<file path="src/rtl/bcd_down_counter2.sv">
// Two-digit BCD down counter with load, one-shot or auto-reload mode,
// terminal-count borrow output for cascading, and a sticky invalid-load flag.
module bcd_down_counter2 (
    input  logic       clk,
    input  logic       r,
    input  logic       EC,
    input  logic       LD,
    input  logic [7:0] D,
    input  logic       RL,
    output logic [7:0] Q,
    output logic       TC,
    output logic       DONE,
    output logic       ERR
);

    localparam int unsigned DIGIT_W = 4;
    localparam int unsigned CNT_W   = 2 * DIGIT_W;
    localparam int unsigned BCD_MAX = 9;

    typedef enum logic [1:0] {
        ST_IDLE = 2'd0,
        ST_RUN  = 2'd1,
        ST_DONE = 2'd2
    } state_t;

    state_t             state_q, state_d;
    logic [CNT_W-1:0]   q_q, q_d;
    logic [CNT_W-1:0]   rv_q, rv_d;
    logic               err_q, err_d;
    logic               done_q, done_d;

    logic               load_valid;
    logic               q_zero;

    // A load is accepted only when both nibbles are legal decimal digits
    assign load_valid = (D[7:4] <= DIGIT_W'(BCD_MAX)) && (D[3:0] <= DIGIT_W'(BCD_MAX));
    assign q_zero     = (q_q == CNT_W'(0));

    // Next-state and datapath: load has priority over counting; EC only acts in RUN
    always_comb begin
        state_d = state_q;
        q_d     = q_q;
        rv_d    = rv_q;
        err_d   = err_q;
        done_d  = done_q;

        if (LD) begin
            if (load_valid) begin
                q_d     = D;
                rv_d    = D;
                err_d   = 1'b0;
                state_d = (D == CNT_W'(0)) ? ST_DONE : ST_RUN;
            end else begin
                err_d   = 1'b1;
            end
        end else if ((state_q == ST_RUN) && EC) begin
            if (!q_zero) begin
                if (q_q[3:0] != DIGIT_W'(0)) begin
                    q_d = {q_q[7:4], DIGIT_W'(q_q[3:0] - DIGIT_W'(1))};
                end else begin
                    q_d = {DIGIT_W'(q_q[7:4] - DIGIT_W'(1)), DIGIT_W'(BCD_MAX)};
                end
            end else if (RL) begin
                q_d = rv_q;
            end else begin
                state_d = ST_DONE;
            end
        end

        done_d = (state_d == ST_DONE);
    end

    // State and output registers with synchronous reset
    always_ff @(posedge clk) begin
        if (r) begin
            state_q <= ST_IDLE;
            q_q     <= '0;
            rv_q    <= '0;
            err_q   <= 1'b0;
            done_q  <= 1'b0;
        end else begin
            state_q <= state_d;
            q_q     <= q_d;
            rv_q    <= rv_d;
            err_q   <= err_d;
            done_q  <= done_d;
        end
    end

    assign Q    = q_q;
    assign DONE = done_q;
    assign ERR  = err_q;
    // Borrow-out is combinational so it can enable the next stage in the same cycle
    assign TC   = (state_q == ST_RUN) && q_zero && EC;

endmodule

</file>
<file path="config.mk">
export PLATFORM = sky130hd
export DESIGN_NAME = bcd_down_counter2
export DESIGN_NICKNAME = d
export VERILOG_FILES = /design/src/rtl/bcd_down_counter2.sv
export SDC_FILE = /design/constraint.sdc
export NUM_CORES = 1
export LEC_CHECK = 0
export ABC_AREA = 1
export CORE_UTILIZATION = 45
export CTS_CLUSTER_DIAMETER = 40
export DETAILED_ROUTE_END_ITERATION = 8
export GPL_TIMING_DRIVEN = 1
export HOLD_SLACK_MARGIN = 0.15
export PLACE_DENSITY = 0.73
export SLEW_MARGIN = 40
export SYNTH_ARGS = -nofsm -noshare
export SYNTH_HDL_FRONTEND = slang
export SYNTH_SLANG_ARGS = --single-unit
</file>
<file path="constraint.sdc">
create_clock -name clk -period 1.8 [get_ports clk]
set_input_delay 0.36 -clock clk [delete_from_list [all_inputs] [get_ports clk]]
set_output_delay 0.36 -clock clk [all_outputs]
set_load 0.05 [all_outputs]
</file>
==> run summary, run 1 <==
- 581 MHz — fmax
- 0 — initial antenna violation count
- 2 — largest fanout of any net on the critical path
- 0 — Yosys warning total
- 179 — Mapped Cells
- 193 — Synth Net Count
- 34.2% — sequential cell area fraction in the yosys report
- reg2reg — type of the worst min-delay path
- 6.55 sq um — Post-Syn Area per Cell
- 0 — DRC violation count after routing
- 0 — grt total ovfl
- 3 — number of buffers created by CTS
- 95.6% — share of the cycle needed by the critical path after routing
- 36.0% — Sw Ratio
- 3020 um — Post-Route WL
- 0.899 mW — internal power summed over all cells
- 2 — Max clock buf depth
- 1.72 ns — minimum clock period after layout
- 0.00554 ns — final clock skew
- 82.0% — Worst slew margin
- 49 — Iter 0 DRT Violations
- 0.00117 sq mm — area of the mapped netlist
- met4 — topmost layer with routed signal wires
- 53.0 um — Die Ht
- 1.44 ns — required time of the critical path
- 0.760 nW — Leak Pwr
- 0% — async set-or-reset flop fraction in the synthesized netlist
- 1430 um — routed wire length on met2
- 36.8% — power share of the combinational group
- 1,163 — number of global-route vias before repair
- Q[4]$_SDFFE_PP0P_ — startpoint of the worst register-to-register path
- done — CTS tree
- 0 — Max Transition Viols Final
- 0 — final antenna-violating net count
- 10 — Worst R2R Path Depth
- 0.31 ns — worst-skew pair later-pin latency
- input pin — Critical Path Source Type
- 20 — number of clock sinks
- 13 — maximum number of pins on one net before global-route repair
- TC — end of the critical path
- 0 ns — Sum Neg Setup Slack
- rv_q[0]$_SDFFE_PP0P_ — source of the worst hold timing path
- 5.13 — Vias per Instance
- 1.36 ns — critical path data arrival time
- 0.0799 ns — post-route setup slack
- 53.0 um — Die Span X
- 24.5% — total track usage
- 0 — maximum capacitance violations
- 0 — number of endpoints failing setup at the final stage
- 1.40 mW — total power of the final layout
- 1 — H-tree level count
- 23 — Port Buffers
- 26.8% — power share of the clock group
- finished, final reports clean — outcome
- 18 — standard-cell row count
- 12.3 um — routed length per placed instance
- 35.8% — growth of design area from synthesis to finish
- 2290 um — dpl hpwl
- 60 x nand2_1, 20 x dfxtp_1, 19 x nor2_1 — most instantiated cells after synthesis
- 0.20 ns — worst setup slack for register-to-register paths
- 0.00248 sq mm — Core ar.
- 47.3% — Initial Utilization
- 0.00507 ns — setup slack after placement
- 584 uV — IR Drop Worst-Case VDD
- 0 — count of antenna diodes in the layout
- 20 — post-synthesis register bit count
- 0 — number of flops mapped to enable cells by yosys
- EC — Crit. Startpoint
- 26 — Distinct cells, synth
- Q[2]$_SDFFE_PP0P_ — capture instance of the worst register-to-register path
- in2out — kind of critical path
- 1320 um — M1 wire length
- clkbuf_4 — clock root buffer master
- 1,262 — Vias
- dfxtp_1 34%, nand2_1 19%, nor2_1 6.1%, a21oi_1 5.5%, nand3_1 4.3% — top cells by area, synth
- 24.5% — share of final-layout standard cells stronger than drive strength 1
- 0.270 ns — worst-margin pin slew
- 36.3% — Sequential Power Share
- primary output — Critical Path End Type
- 214 um — amount of wire on met3 after detailed routing
- dfxtp_1 — post-synth top area cell
- 0.00281 sq mm — Total Die Area
- 24 — I/O pin count
- 883 mW/mm^2 — ratio of total power to cell area
- 34.2% — area share of the leading cell type in the synthesized netlist
- dfxtp_1 — Post-synth top flop
- 0.12 ns — clock slew at the register clock pins of the worst setup and hold paths
- 0.926 — RD Place Congestion
- 0 — endpoints failing hold
- 0.506 mW — Switch Pwr
- 4920 um — global-route wire length before repair
- nand2_1 — most frequent cell after synthesis
- 4 — router iterations before antenna repair
- no — unrepaired setup endpoints after global routing
- 242 — Filler Cell Count
- 231 — final layout net count
## cells by family after synthesis
kind of cell               Yosys count  synth area share [%]
xor gates and xnor gates             1                 0.747
AOI/OAI and AO/OA                   26                  11.4
buffers and inverters               21                  7.04
DFF                                 20                  34.2
and+or+nand+nor                    110                  45.6
adders and majority gates            1                  1.07
## power groups by stage
stage / logic, mW / clock network [mW] / registers [mW]
2_1_floorplan: 0.276 / 0 / 0.587
3_3_place_gp: 0.491 / 0 / 0.517
3_5_place_dp: 0.494 / 0 / 0.519
4_1_cts: 0.516 / 0.389 / 0.510
5_1_grt: 0.566 / 0.402 / 0.516
6_report: 0.517 / 0.377 / 0.510
## registers in the layout, indices dropped and copies added (netlist names)
| name | flops |
|---|---|
| state_q | 2 |
| Q | 8 |
| ERR | 1 |
| rv_q | 8 |
| DONE | 1 |
## cell usage in the layout, fill, tap and decap left out, types with 5 or more instances in the layout
cell type	n
a21oi_1	13
nand3_1	10
dfxtp_1	17
clkdlybuf4s50_1	12
nand2_1	60
inv_2	6
nor2_1	19
buf_4	24
inv_1	11
o21ai_1	5
o21ai_0	6
## final cells by class
cell class | count | area, sq um | share of cell area [%]
timing repair buffer | 37 | 320 | 20.1
sequential | 20 | 404 | 25.4
clock inverter | 1 | 30.0 | 1.89
tap | 30 | 37.5 | 2.36
inverter | 17 | 63.8 | 4.01
multi-input combinational | 138 | 713 | 44.8
clock buffer | 3 | 22.5 | 1.42
## timing repair
action | 4_1_cts | 5_1_grt
hold buffers | 0 | 0
pin swaps | 2 | 1
setup buffers | 1 | 0
endpoints found under the setup margin | 1 | 1
gates resized for setup | 3 | 3
## critical path: stages
cell,delay (ns)
clkdlybuf4s50_1,0.45
nand3_1,0.14
nor3_4,0.25
buf_12,0.16
## how the worst min path moves through the flow
stage,end,cells past startpoint
2_1_floorplan,rv_q[0]$_SDFFE_PP0P_,2
5_1_grt,rv_q[0]$_SDFFE_PP0P_,2
6_report,rv_q[0]$_SDFFE_PP0P_,2
3_5_place_dp,rv_q[0]$_SDFFE_PP0P_,2
4_1_cts,rv_q[0]$_SDFFE_PP0P_,2
3_3_place_gp,rv_q[0]$_SDFFE_PP0P_,2
## per-layer routing
layer	vias to the layer above	global-route usage, %
li1	650	-
met1	556	31.6
met2	50	38.8
met3	6	2.59
met4	0	14.9
met5	-	0
## per-stage QoR
stage               cell area, sq um  hold slack [ns]  std cells  util, %
CTS                             1590            0.475        246     64.1
global route                    1590            0.499        246     64.2
detailed placement              1520            0.457        241     61.2
global placement                1520            0.448        241     61.2
finish                          1590            0.470        246     64.2
floorplan                       1180            0.429        179        -
Note: power is estimated with default switching activity, not from simulation.
==> run 2: changes to the inputs <==
HOLD_SLACK_MARGIN = not set   (was 0.15)
==> results of run 2 <==
The final DEF is identical to that of run 1; final timing and power are the same.
==> run 3: changes to the inputs <==
--- a/constraint.sdc
+++ b/constraint.sdc
@@ -3,2 +3,2 @@
 set_output_delay 0.36 -clock clk [all_outputs]
-set_load 0.05 [all_outputs]
+set_load 0.01 [all_outputs]
==> run 3 against run 2 <==
Effect of this change:
- cell area shrank 0.47%
- global-route usage shrank 1.2 points
- non-clock buffer count grew 3
- worst hold slack gained 0.0030 ns
- final cell count rose by 0.81%
- routed wire length fell by 3.6%
- highest routed layer unchanged
==> run summary, run 3 (synthesized netlist as in run 1, its figures left out) <==
- 0 — Max Transition Viols Final
- 23.3% — total track usage
- 0 — final antenna-violating net count
- 0 ns — Sum Neg Setup Slack
- 0.768 mW — internal power summed over all cells
- 43.3% — Sequential Power Share
- 0.473 ns — WHS
- 0 — hold buffer count at cts
- no — unrepaired setup endpoints after global routing
- 0 — number of endpoints failing setup at the final stage
- 505 uV — IR Drop Worst-Case VDD
- 39.1% — power share of the combinational group
- 11 — maximum number of pins on one net before global-route repair
- 34.6% — Sw Ratio
- 4.99 — Vias per Instance
- 4 — router iterations before antenna repair
- clkdlybuf4s50_1 — crit path max-delay cell type
- 11.7 um — routed length per placed instance
- 0 — maximum capacitance violations
- 63.9% — post-layout util
- 0.11 ns — clock slew at the register clock pins of the worst setup and hold paths
- 0.00248 sq mm — Core ar.
- clkbuf_4 — clock root buffer master
- 3 — number of buffers created by CTS
- 0.312 ns — worst-margin pin slew
- reg2out — kind of critical path
- 95.7% — share of the cycle needed by the critical path after routing
- 234 — final layout net count
- nand2_1 — most common library cell in the layout ignoring fill and taps
- 0 — grt total ovfl
- 23 — Port Buffers
- 18.8% — share of final-layout standard cells stronger than drive strength 1
- 1.44 ns — required time of the critical path
- 0.59 ns — Largest stage delay, worst path
- 0 — DRC violation count after routing
- 79.2% — Worst slew margin
- finished, final reports clean — outcome
- reg2reg — type of the worst min-delay path
- 1 — H-tree level count
- 1,237 — Vias
- clkdlybuf4s50_1 — crit-path cells
- 0.406 mW — Switch Pwr
- 28 — Iter 0 DRT Violations
- 0.00263 ns — final clock skew
- 47.3% — Initial Utilization
- 1.36 ns — critical path data arrival time
- 0 — count of antenna diodes in the layout
- 7 — largest fanout of any net on the critical path
- 0.29 ns — worst-skew pair later-pin latency
- 18 — standard-cell row count
- 53.0 um — Die Ht
- 1,072 — number of global-route vias before repair
- 0.00281 sq mm — Total Die Area
- 24 — I/O pin count
- 2910 um — Post-Route WL
- 1 — number of buffer and inverter stages on the critical path
- done — CTS tree
- flip-flop — Critical Path Source Type
- 2210 um — dpl hpwl
- 581 MHz — fmax
- 60 x nand2_1, 22 x clkdlybuf4s50_1, 20 x dfxtp_1 — leading cell types in the layout, fill and taps excluded
- 0.925 — RD Place Congestion
- 35.1% — growth of design area from synthesis to finish
- 0.735 nW — Leak Pwr
- 20 — number of clock sinks
- 741 mW/mm^2 — ratio of total power to cell area
- 1.72 ns — minimum clock period after layout
- 0 — endpoints failing hold
- 4740 um — global-route wire length before repair
- primary output — Critical Path End Type
- 17.6% — power share of the clock group
- 0 — initial antenna violation count
- 53.0 um — Die Span X
- 2 — Max clock buf depth
- buffers and inverters — cell type group with the largest total delay on the critical path
- 0 — Post CTS Setup Buffer Count
[run 3: cell count changes in the layout (fill, tap and decap cells not counted), sizes merged]
cell,delta
clkdlybuf4s50,+10
buf,-7
bufinv,-1
[run 3: metrics by stage]
step | instance area, sq um | instances | total power, mW | setup WS (ns)
6_report | 1580 | 248 | 1.17 | 0.0783
5_1_grt | 1580 | 248 | 1.26 | 0.00765
4_1_cts | 1590 | 248 | 1.18 | 0.0327
3_5_place_dp | 1550 | 245 | 0.961 | -0.303
3_3_place_gp | 1550 | 245 | 0.957 | -0.252
2_1_floorplan | 1170 | 179 | 0.789 | 0.309
[run 3: cell type report]
cell class              count  area (sq um)
flip-flops and latches     20           400
multi-input cells         138           707
well taps                  30          37.5
clock buffers               3          22.5
inverters                  17          63.8
repair buffers             40           353
fillers                   235           893
[run 3: layer usage]
metal / vias to the layer above / global-route usage, % / part of all wire, % / wire length [um]
li1: 652 / - / - / -
met1: 541 / 31.4 / 47 / 1360
met2: 42 / 36.7 / 47 / 1370
met3: 2 / 3.74 / 5.5 / 161
met4: 0 / 8.77 / 0.45 / 13
met5: - / 0 / 0 / 0
[run 3: final timing paths]
kind	endpoint	cells past startpoint	slack, ns	start
max	Q[2]	1	0.08	Q[2]$_SDFFE_PP0P_
max reg2reg	Q[2]$_SDFFE_PP0P_	10	0.20	Q[5]$_SDFFE_PP0P_
min reg2reg	rv_q[2]$_SDFFE_PP0P_	2	0.47	rv_q[2]$_SDFFE_PP0P_
min	rv_q[2]$_SDFFE_PP0P_	2	0.47	rv_q[2]$_SDFFE_PP0P_
[run 3: power groups by stage]
stage | clock [mW] | sequential (mW) | combinational (mW)
2_1_floorplan | 0 | 0.523 | 0.267
3_3_place_gp | 0 | 0.516 | 0.441
3_5_place_dp | 0 | 0.517 | 0.444
4_1_cts | 0.219 | 0.507 | 0.457
5_1_grt | 0.244 | 0.511 | 0.510
6_report | 0.207 | 0.508 | 0.459
[run 3: timing repair]
item | CTS | global route
resized for setup | 6 | 2
endpoints found under the setup margin | 1 | 1
cloned | 0 | 0
